<file path="config.mk">
export PLATFORM = sky130hd
export DESIGN_NAME = div_unit_flat
export DESIGN_NICKNAME = d
export VERILOG_FILES = /design/src/rtl/div_unit_pkg.sv /design/src/rtl/div_if.sv /design/src/rtl/div_unit.sv /design/src/flat_wrapper.sv
export SDC_FILE = /design/constraint.sdc
export NUM_CORES = 1
export LEC_CHECK = 0
export ABC_AREA = 1
export ABC_CLOCK_PERIOD_IN_PS = 4370
export BUFFER_PORTS_ARGS = -buffer_cell sky130_fd_sc_hd__buf_2
export CAP_MARGIN = 20
export CORE_MARGIN = 5
export CORE_UTILIZATION = 55
export CTS_CLUSTER_DIAMETER = 150
export DETAILED_ROUTE_END_ITERATION = 10
export HOLD_SLACK_MARGIN = 0.02
export PLACE_DENSITY = 0.77
export SLEW_MARGIN = 5
export SYNTH_ARGS = -nofsm -noshare
export SYNTH_HDL_FRONTEND = slang
export SYNTH_SLANG_ARGS = --single-unit
</file>
<file path="constraint.sdc">
create_clock -name clk -period 4.37 [get_ports clk]
set_input_delay 1.311 -clock clk [delete_from_list [all_inputs] [get_ports clk]]
set_output_delay 1.311 -clock clk [all_outputs]
set_load 0.03 [all_outputs]
</file>
<file path="src/rtl/div_unit_pkg.sv">
// div_unit_pkg: shared widths, state encoding and operand helpers for the EX-stage divider.
package div_unit_pkg;

    localparam int REG_W  = 32;
    localparam int DREG_W = 64;
    localparam int WORK_W = 65;
    localparam int CNT_W  = 6;

    // Number of restoring steps needed to produce a full 32-bit quotient.
    localparam logic [CNT_W-1:0] ITER_COUNT = 6'd32;

    typedef enum logic [1:0] {
        DIV_FREE    = 2'b00,
        DIV_BY_ZERO = 2'b01,
        DIV_ON      = 2'b10,
        DIV_END     = 2'b11
    } div_state_e;

    // Absolute value of an operand when it is interpreted as signed, raw value otherwise.
    function automatic logic [REG_W-1:0] magnitude(input logic [REG_W-1:0] value,
                                                   input logic             as_signed);
        return (as_signed && value[REG_W-1]) ? -value : value;
    endfunction

endpackage

</file>
<file path="src/rtl/div_if.sv">
// div_if: request/result bundle between the EX stage and the divider.
interface div_if;
    import div_unit_pkg::*;

    logic               signed_div_i;
    logic [REG_W-1:0]   opdata1_i;
    logic [REG_W-1:0]   opdata2_i;
    logic               start_i;
    logic               annul_i;
    logic [DREG_W-1:0]  result_o;
    logic               ready_o;

    modport master (
        output signed_div_i, opdata1_i, opdata2_i, start_i, annul_i,
        input  result_o, ready_o
    );

    modport slave (
        input  signed_div_i, opdata1_i, opdata2_i, start_i, annul_i,
        output result_o, ready_o
    );

endinterface

</file>
<file path="src/rtl/div_unit.sv">
// div_unit: 32-iteration restoring divider returning {remainder, quotient} with a ready flag.
module div_unit
    import div_unit_pkg::*;
(
    input  logic   clk,
    input  logic   rst,
    div_if.slave   bus
);

    div_state_e          state_q, state_d;
    logic [CNT_W-1:0]    cnt_q, cnt_d;
    logic [WORK_W-1:0]   work_q, work_d;
    logic [REG_W-1:0]    divisor_q, divisor_d;
    logic                quot_neg_q, quot_neg_d;
    logic                rem_neg_q, rem_neg_d;
    logic [DREG_W-1:0]   result_q, result_d;
    logic                ready_q, ready_d;

    logic [REG_W:0]      diff;
    logic [REG_W-1:0]    quot_fixed;
    logic [REG_W-1:0]    rem_fixed;

    // Trial subtraction of the divisor from the current partial remainder; bit 32 is the borrow.
    assign diff = {1'b0, work_q[63:32]} - {1'b0, divisor_q};

    // Quotient collects in the low word, remainder ends up in the top 32 bits of the work register.
    assign quot_fixed = quot_neg_q ? -work_q[31:0]  : work_q[31:0];
    assign rem_fixed  = rem_neg_q  ? -work_q[64:33] : work_q[64:33];

    // Next-state, datapath and output logic for the divider sequence.
    always_comb begin
        state_d    = state_q;
        cnt_d      = cnt_q;
        work_d     = work_q;
        divisor_d  = divisor_q;
        quot_neg_d = quot_neg_q;
        rem_neg_d  = rem_neg_q;
        result_d   = result_q;
        ready_d    = ready_q;

        unique case (state_q)
            DIV_FREE: begin
                ready_d  = 1'b0;
                result_d = '0;
                if (bus.start_i && !bus.annul_i) begin
                    if (bus.opdata2_i == '0) begin
                        state_d = DIV_BY_ZERO;
                    end else begin
                        state_d    = DIV_ON;
                        cnt_d      = '0;
                        // Dividend sits one bit up so the first step already sees its MSB shifted in.
                        work_d     = {32'b0, magnitude(bus.opdata1_i, bus.signed_div_i), 1'b0};
                        divisor_d  = magnitude(bus.opdata2_i, bus.signed_div_i);
                        quot_neg_d = bus.signed_div_i & (bus.opdata1_i[REG_W-1] ^ bus.opdata2_i[REG_W-1]);
                        rem_neg_d  = bus.signed_div_i & bus.opdata1_i[REG_W-1];
                    end
                end
            end

            DIV_BY_ZERO: begin
                state_d  = DIV_END;
                work_d   = '0;
                result_d = '0;
                ready_d  = 1'b1;
            end

            DIV_ON: begin
                if (bus.annul_i || !bus.start_i) begin
                    state_d  = DIV_FREE;
                    ready_d  = 1'b0;
                    result_d = '0;
                end else if (cnt_q != ITER_COUNT) begin
                    if (diff[REG_W]) begin
                        work_d = {work_q[63:0], 1'b0};
                    end else begin
                        work_d = {diff[31:0], work_q[31:0], 1'b1};
                    end
                    cnt_d = cnt_q + 6'd1;
                end else begin
                    state_d  = DIV_END;
                    result_d = {rem_fixed, quot_fixed};
                    ready_d  = 1'b1;
                end
            end

            DIV_END: begin
                if (!bus.start_i) begin
                    state_d  = DIV_FREE;
                    ready_d  = 1'b0;
                    result_d = '0;
                end
            end
        endcase
    end

    // All divider state and registered outputs, cleared asynchronously by the active-low reset.
    always_ff @(posedge clk or negedge rst) begin
        if (!rst) begin
            state_q    <= DIV_FREE;
            cnt_q      <= '0;
            work_q     <= '0;
            divisor_q  <= '0;
            quot_neg_q <= 1'b0;
            rem_neg_q  <= 1'b0;
            result_q   <= '0;
            ready_q    <= 1'b0;
        end else begin
            state_q    <= state_d;
            cnt_q      <= cnt_d;
            work_q     <= work_d;
            divisor_q  <= divisor_d;
            quot_neg_q <= quot_neg_d;
            rem_neg_q  <= rem_neg_d;
            result_q   <= result_d;
            ready_q    <= ready_d;
        end
    end

    assign bus.result_o = result_q;
    assign bus.ready_o  = ready_q;

endmodule

</file>
<file path="src/flat_wrapper.sv">
// flat-port wrapper written by rule: the top's interface ports become plain ports
module div_unit_flat import div_unit_pkg::*;
  (clk, rst, bus_signed_div_i, bus_opdata1_i, bus_opdata2_i, bus_start_i, bus_annul_i, bus_result_o, bus_ready_o);
  div_if bus_i ();
  input  logic clk;
  input  logic rst;
  input wire logic [$bits(bus_i.signed_div_i)-1:0] bus_signed_div_i;
  input wire logic [$bits(bus_i.opdata1_i)-1:0] bus_opdata1_i;
  input wire logic [$bits(bus_i.opdata2_i)-1:0] bus_opdata2_i;
  input wire logic [$bits(bus_i.start_i)-1:0] bus_start_i;
  input wire logic [$bits(bus_i.annul_i)-1:0] bus_annul_i;
  output wire logic [$bits(bus_i.result_o)-1:0] bus_result_o;
  output wire logic [$bits(bus_i.ready_o)-1:0] bus_ready_o;
  assign bus_i.signed_div_i = bus_signed_div_i;
  assign bus_i.opdata1_i = bus_opdata1_i;
  assign bus_i.opdata2_i = bus_opdata2_i;
  assign bus_i.start_i = bus_start_i;
  assign bus_i.annul_i = bus_annul_i;
  assign bus_result_o = bus_i.result_o;
  assign bus_ready_o = bus_i.ready_o;
  div_unit u_core (.clk(clk), .rst(rst), .bus(bus_i));
endmodule
</file>
==> results_dict.tcl <==
set metrics [dict create \
    holdBufCountCts 0 \
    dp_hpwl_mm 33.8 \
    critical-path-max-stage-delay_ns 0.70 \
    final-hold-violation-count 0 \
    outcome "finished clean" \
    clock-skew-final_ns 0.0135 \
    path_depth 8 \
    clkSlewWorstSetupHoldPaths_ns 0.08 \
    warnings_from_yosys 0 \
    critPathKind "reg2reg" \
    finalNetCount 2401 \
    overall_track_demand_over_capacity_in_global_routing 0.306 \
    regToRegEndpoint "u_core.work_q[0]" \
    ctsLongestPathBuffers 2 \
    timing.critical_path.to "u_core.work_q[0]" \
    io_buf_count 133 \
    io-pin-count 134 \
    stdcell_count 2623 \
    synth.distinct_cells 46 \
    avgViaCountPerCell 5.43 \
    critical_path.max_fanout 27 \
    cts_tree "built" \
    max-cap-violations 0 \
    path_common_cell "sky130_fd_sc_hd__nand2_1" \
    dieWidth_um 167 \
    detailroute.via_count 14200 \
    worst_slack_ns 1.01 \
    post_synth_instance_area_um2 13500 \
    grt_max_degree 71 \
    path_buf_inv 3 \
    worstPathCellList "inv_1 -> ha_1 -> nand2_1 -> clkinv_1 -> nand3_2 -> inv_2 -> nand2_1 -> o21ai_0" \
    part_of_the_yosys_area_used_for_sequential_elements 0.318 \
    place_inst 2591 \
    layout.cells.most_common "sky130_fd_sc_hd__nand2_1" \
    drt_iter0_markers 1525 \
    mostFrequentLayoutCells "sky130_fd_sc_hd__nand2_1 (762), sky130_fd_sc_hd__inv_1 (318), sky130_fd_sc_hd__nor2_1 (221)" \
    fraction_of_final_layout_cells_with_drive_strength_greater_than_1 0.0940 \
    number_of_global_route_vias_before_repair 13000 \
    drcViolationCount 0 \
    post_cts.resized_instances 0 \
    grt_pass1_wl_mm 68.9 \
    route.final.wire_length_mm 43.3 \
    layout_worst_path_cycle_share 0.769 \
    rsz0062_at_grt "false" \
    synth-edff-count 0 \
    htree_levels 4 \
    timing.critical_path.max_delay_family "simple AND/OR/NAND/NOR gates" \
    ys_seq_elements 172 \
    n_antenna_cell 0 \
    antenna_found_initial 2 \
    crit-reg2reg-launch "u_core.state_q[0]" \
    power_density_nw_per_um2 507 \
    reg2reg_depth 8 \
    ant_nets 0 \
    worst_slew_pin_slew_ns 0.953 \
    die_height_um 167 \
    effective_utilization_at_floorplan 0.558 \
    num_rows 57 \
    die_area_um2 27800 \
    global_route.overflow_total 0 \
    min-delay-path-class "reg2reg" \
    routed_wire_length_per_instance_um 16.5 \
    syn_to_final_growth_pct 10.9 \
    setup.worst_path.start_class "flop" \
    syn-mean-instance-area_um2 6.20 \
    static-leakage-power_nw 8.42 \
    worstSkewPairLatency_ns 0.44 \
    postSynthCellCount 2184 \
    globalplace.congestion 0.985 \
    post_cts_buffers 0 \
    cts_buffer_count 17 \
    cp.required_ns 4.66 \
    synth.net_count 2299 \
    timing.slew.headroom 0.364 \
    core_area_um2 24200 \
    slowest_stage "sky130_fd_sc_hd__nand2_1" \
    ir_drop_mv 0.352 \
    dpl_worst_slack_ns 0.765 \
    detailed_routing_iteration_count_for_the_pre_antenna_repair_pass 7 \
    post-route-min-period_ns 3.36 \
    async_set_or_reset_register_ratio_after_synthesis 1.00 \
    fin_tns_setup_ns 0 \
    maxSlewViolCount 0 \
    worst_ep_arrival_time_ns 3.65 \
    dominantRegCellSynth "sky130_fd_sc_hd__dfrtp_1" \
    setup_viol_count_final 0 \
    worst-r2r-setup-slack_ns 1.01 \
    cp-end-kind "flop" \
    numClockSinks 172 \
    cts_root_buffer "sky130_fd_sc_hd__clkbuf_16" \
    cp-startpoint "u_core.state_q[0]" \
    achievable-frequency_mhz 298 \
]
## layout make-up
| cell class | instances | area [um^2] |
|---|---|---|
| fill | 2410 | 9240 |
| timing repair buffer | 143 | 759 |
| clock inverter | 15 | 188 |
| tap | 324 | 405 |
| inverter | 326 | 1220 |
| multi-input combinational | 1626 | 7700 |
| clock buffer | 17 | 425 |
| sequential | 172 | 4300 |
## how the worst min path moves through the flow
| stage | from | end | cells after the start |
|---|---|---|---|
| floorplan | u_core.divisor_q[30] | u_core.divisor_q[30] | 2 |
| global placement | u_core.bus.result_o[60] | u_core.bus.result_o[60] | 2 |
| detailed placement | u_core.bus.result_o[39] | u_core.bus.result_o[39] | 2 |
| CTS | u_core.bus.result_o[39] | u_core.bus.result_o[39] | 2 |
| global route | u_core.divisor_q[29] | u_core.divisor_q[29] | 2 |
| finish | u_core.bus.result_o[39] | u_core.bus.result_o[39] | 2 |
## stage by stage
step            util  power [mW]  cell area, um^2  hold slack (ns)
2_1_floorplan      -        4.87            13500            0.449
3_3_place_gp   0.593        5.90            14400            0.461
3_5_place_dp   0.593        5.93            14400            0.462
4_1_cts        0.619        7.53            15000            0.485
5_1_grt        0.619        8.15            15000            0.494
6_report       0.619        7.61            15000            0.477
## per-layer routing
layer / vias to the layer above / share of wire / wire (um) / track usage
li1: 7071 / - / - / -
met1: 6541 / 0.46 / 19900 / 0.445
met2: 546 / 0.43 / 18600 / 0.465
met3: 86 / 0.081 / 3500 / 0.0600
met4: 4 / 0.031 / 1330 / 0.0932
met5: - / 0.00049 / 21 / 0
## synth_stat cells (2+ instances only)
cell type | count | area share
sky130_fd_sc_hd__inv_2 | 6 | 0.0017
sky130_fd_sc_hd__nor2_1 | 221 | 0.061
sky130_fd_sc_hd__a21oi_1 | 51 | 0.019
sky130_fd_sc_hd__o211ai_1 | 5 | 0.0028
sky130_fd_sc_hd__o21bai_1 | 3 | 0.0017
sky130_fd_sc_hd__o22ai_1 | 8 | 0.0037
sky130_fd_sc_hd__nand2_1 | 762 | 0.21
sky130_fd_sc_hd__ha_1 | 45 | 0.042
sky130_fd_sc_hd__a31oi_1 | 2 | 0.00092
sky130_fd_sc_hd__nand3b_1 | 4 | 0.0022
sky130_fd_sc_hd__nand2_2 | 6 | 0.0028
sky130_fd_sc_hd__buf_4 | 2 | 0.0011
sky130_fd_sc_hd__nor3_1 | 19 | 0.0070
sky130_fd_sc_hd__nand4_1 | 21 | 0.0097
sky130_fd_sc_hd__o21ai_1 | 41 | 0.015
sky130_fd_sc_hd__a22o_1 | 8 | 0.0052
sky130_fd_sc_hd__xnor2_1 | 5 | 0.0032
sky130_fd_sc_hd__buf_2 | 25 | 0.0092
sky130_fd_sc_hd__nand3_1 | 210 | 0.078
sky130_fd_sc_hd__dfrtp_1 | 172 | 0.32
sky130_fd_sc_hd__o21ai_0 | 129 | 0.048
sky130_fd_sc_hd__a22oi_1 | 2 | 0.0011
sky130_fd_sc_hd__o31ai_1 | 7 | 0.0039
sky130_fd_sc_hd__clkinv_1 | 2 | 0.00055
sky130_fd_sc_hd__inv_1 | 318 | 0.088
sky130_fd_sc_hd__nand3_2 | 5 | 0.0037
sky130_fd_sc_hd__xor2_1 | 42 | 0.027
sky130_fd_sc_hd__buf_6 | 8 | 0.0067
sky130_fd_sc_hd__or2_2 | 5 | 0.0023
sky130_fd_sc_hd__nor2_4 | 2 | 0.0017
sky130_fd_sc_hd__clkbuf_1 | 24 | 0.0067
sky130_fd_sc_hd__a21oi_2 | 2 | 0.0013
sky130_fd_sc_hd__nor2_2 | 9 | 0.0042
## worst min-delay path: stages, from the launching register on
cell and delay [ns]:
sky130_fd_sc_hd__dfrtp_1 0.35, sky130_fd_sc_hd__nand2_1 0.05, sky130_fd_sc_hd__nand2_1 0.05
## flip-flops by register name, summed over array words and instances (netlist names)
signal,flops
u_core.bus.ready_o,1
u_core.cnt_q,6
u_core.quot_neg_q,1
u_core.bus.result_o,64
u_core.rem_neg_q,1
u_core.divisor_q,32
u_core.state_q,2
u_core.work_q,65
## kinds of logic after synthesis
| family | synth area share |
|---|---|
| AND/OR/NAND/NOR | 0.390 |
| buffers and inverters | 0.114 |
| AO/OA/AOI/OAI | 0.104 |
| flip-flops | 0.318 |
| XOR/XNOR | 0.0304 |
| adder cells (fa/ha/maj) | 0.0431 |
## report_power, final
part           switching (mW)  internal (mW)
Combinational            2.70           1.02
Clock                   0.793          0.785
Sequential              0.357           1.95
Note: power is estimated with default switching activity, not from simulation.
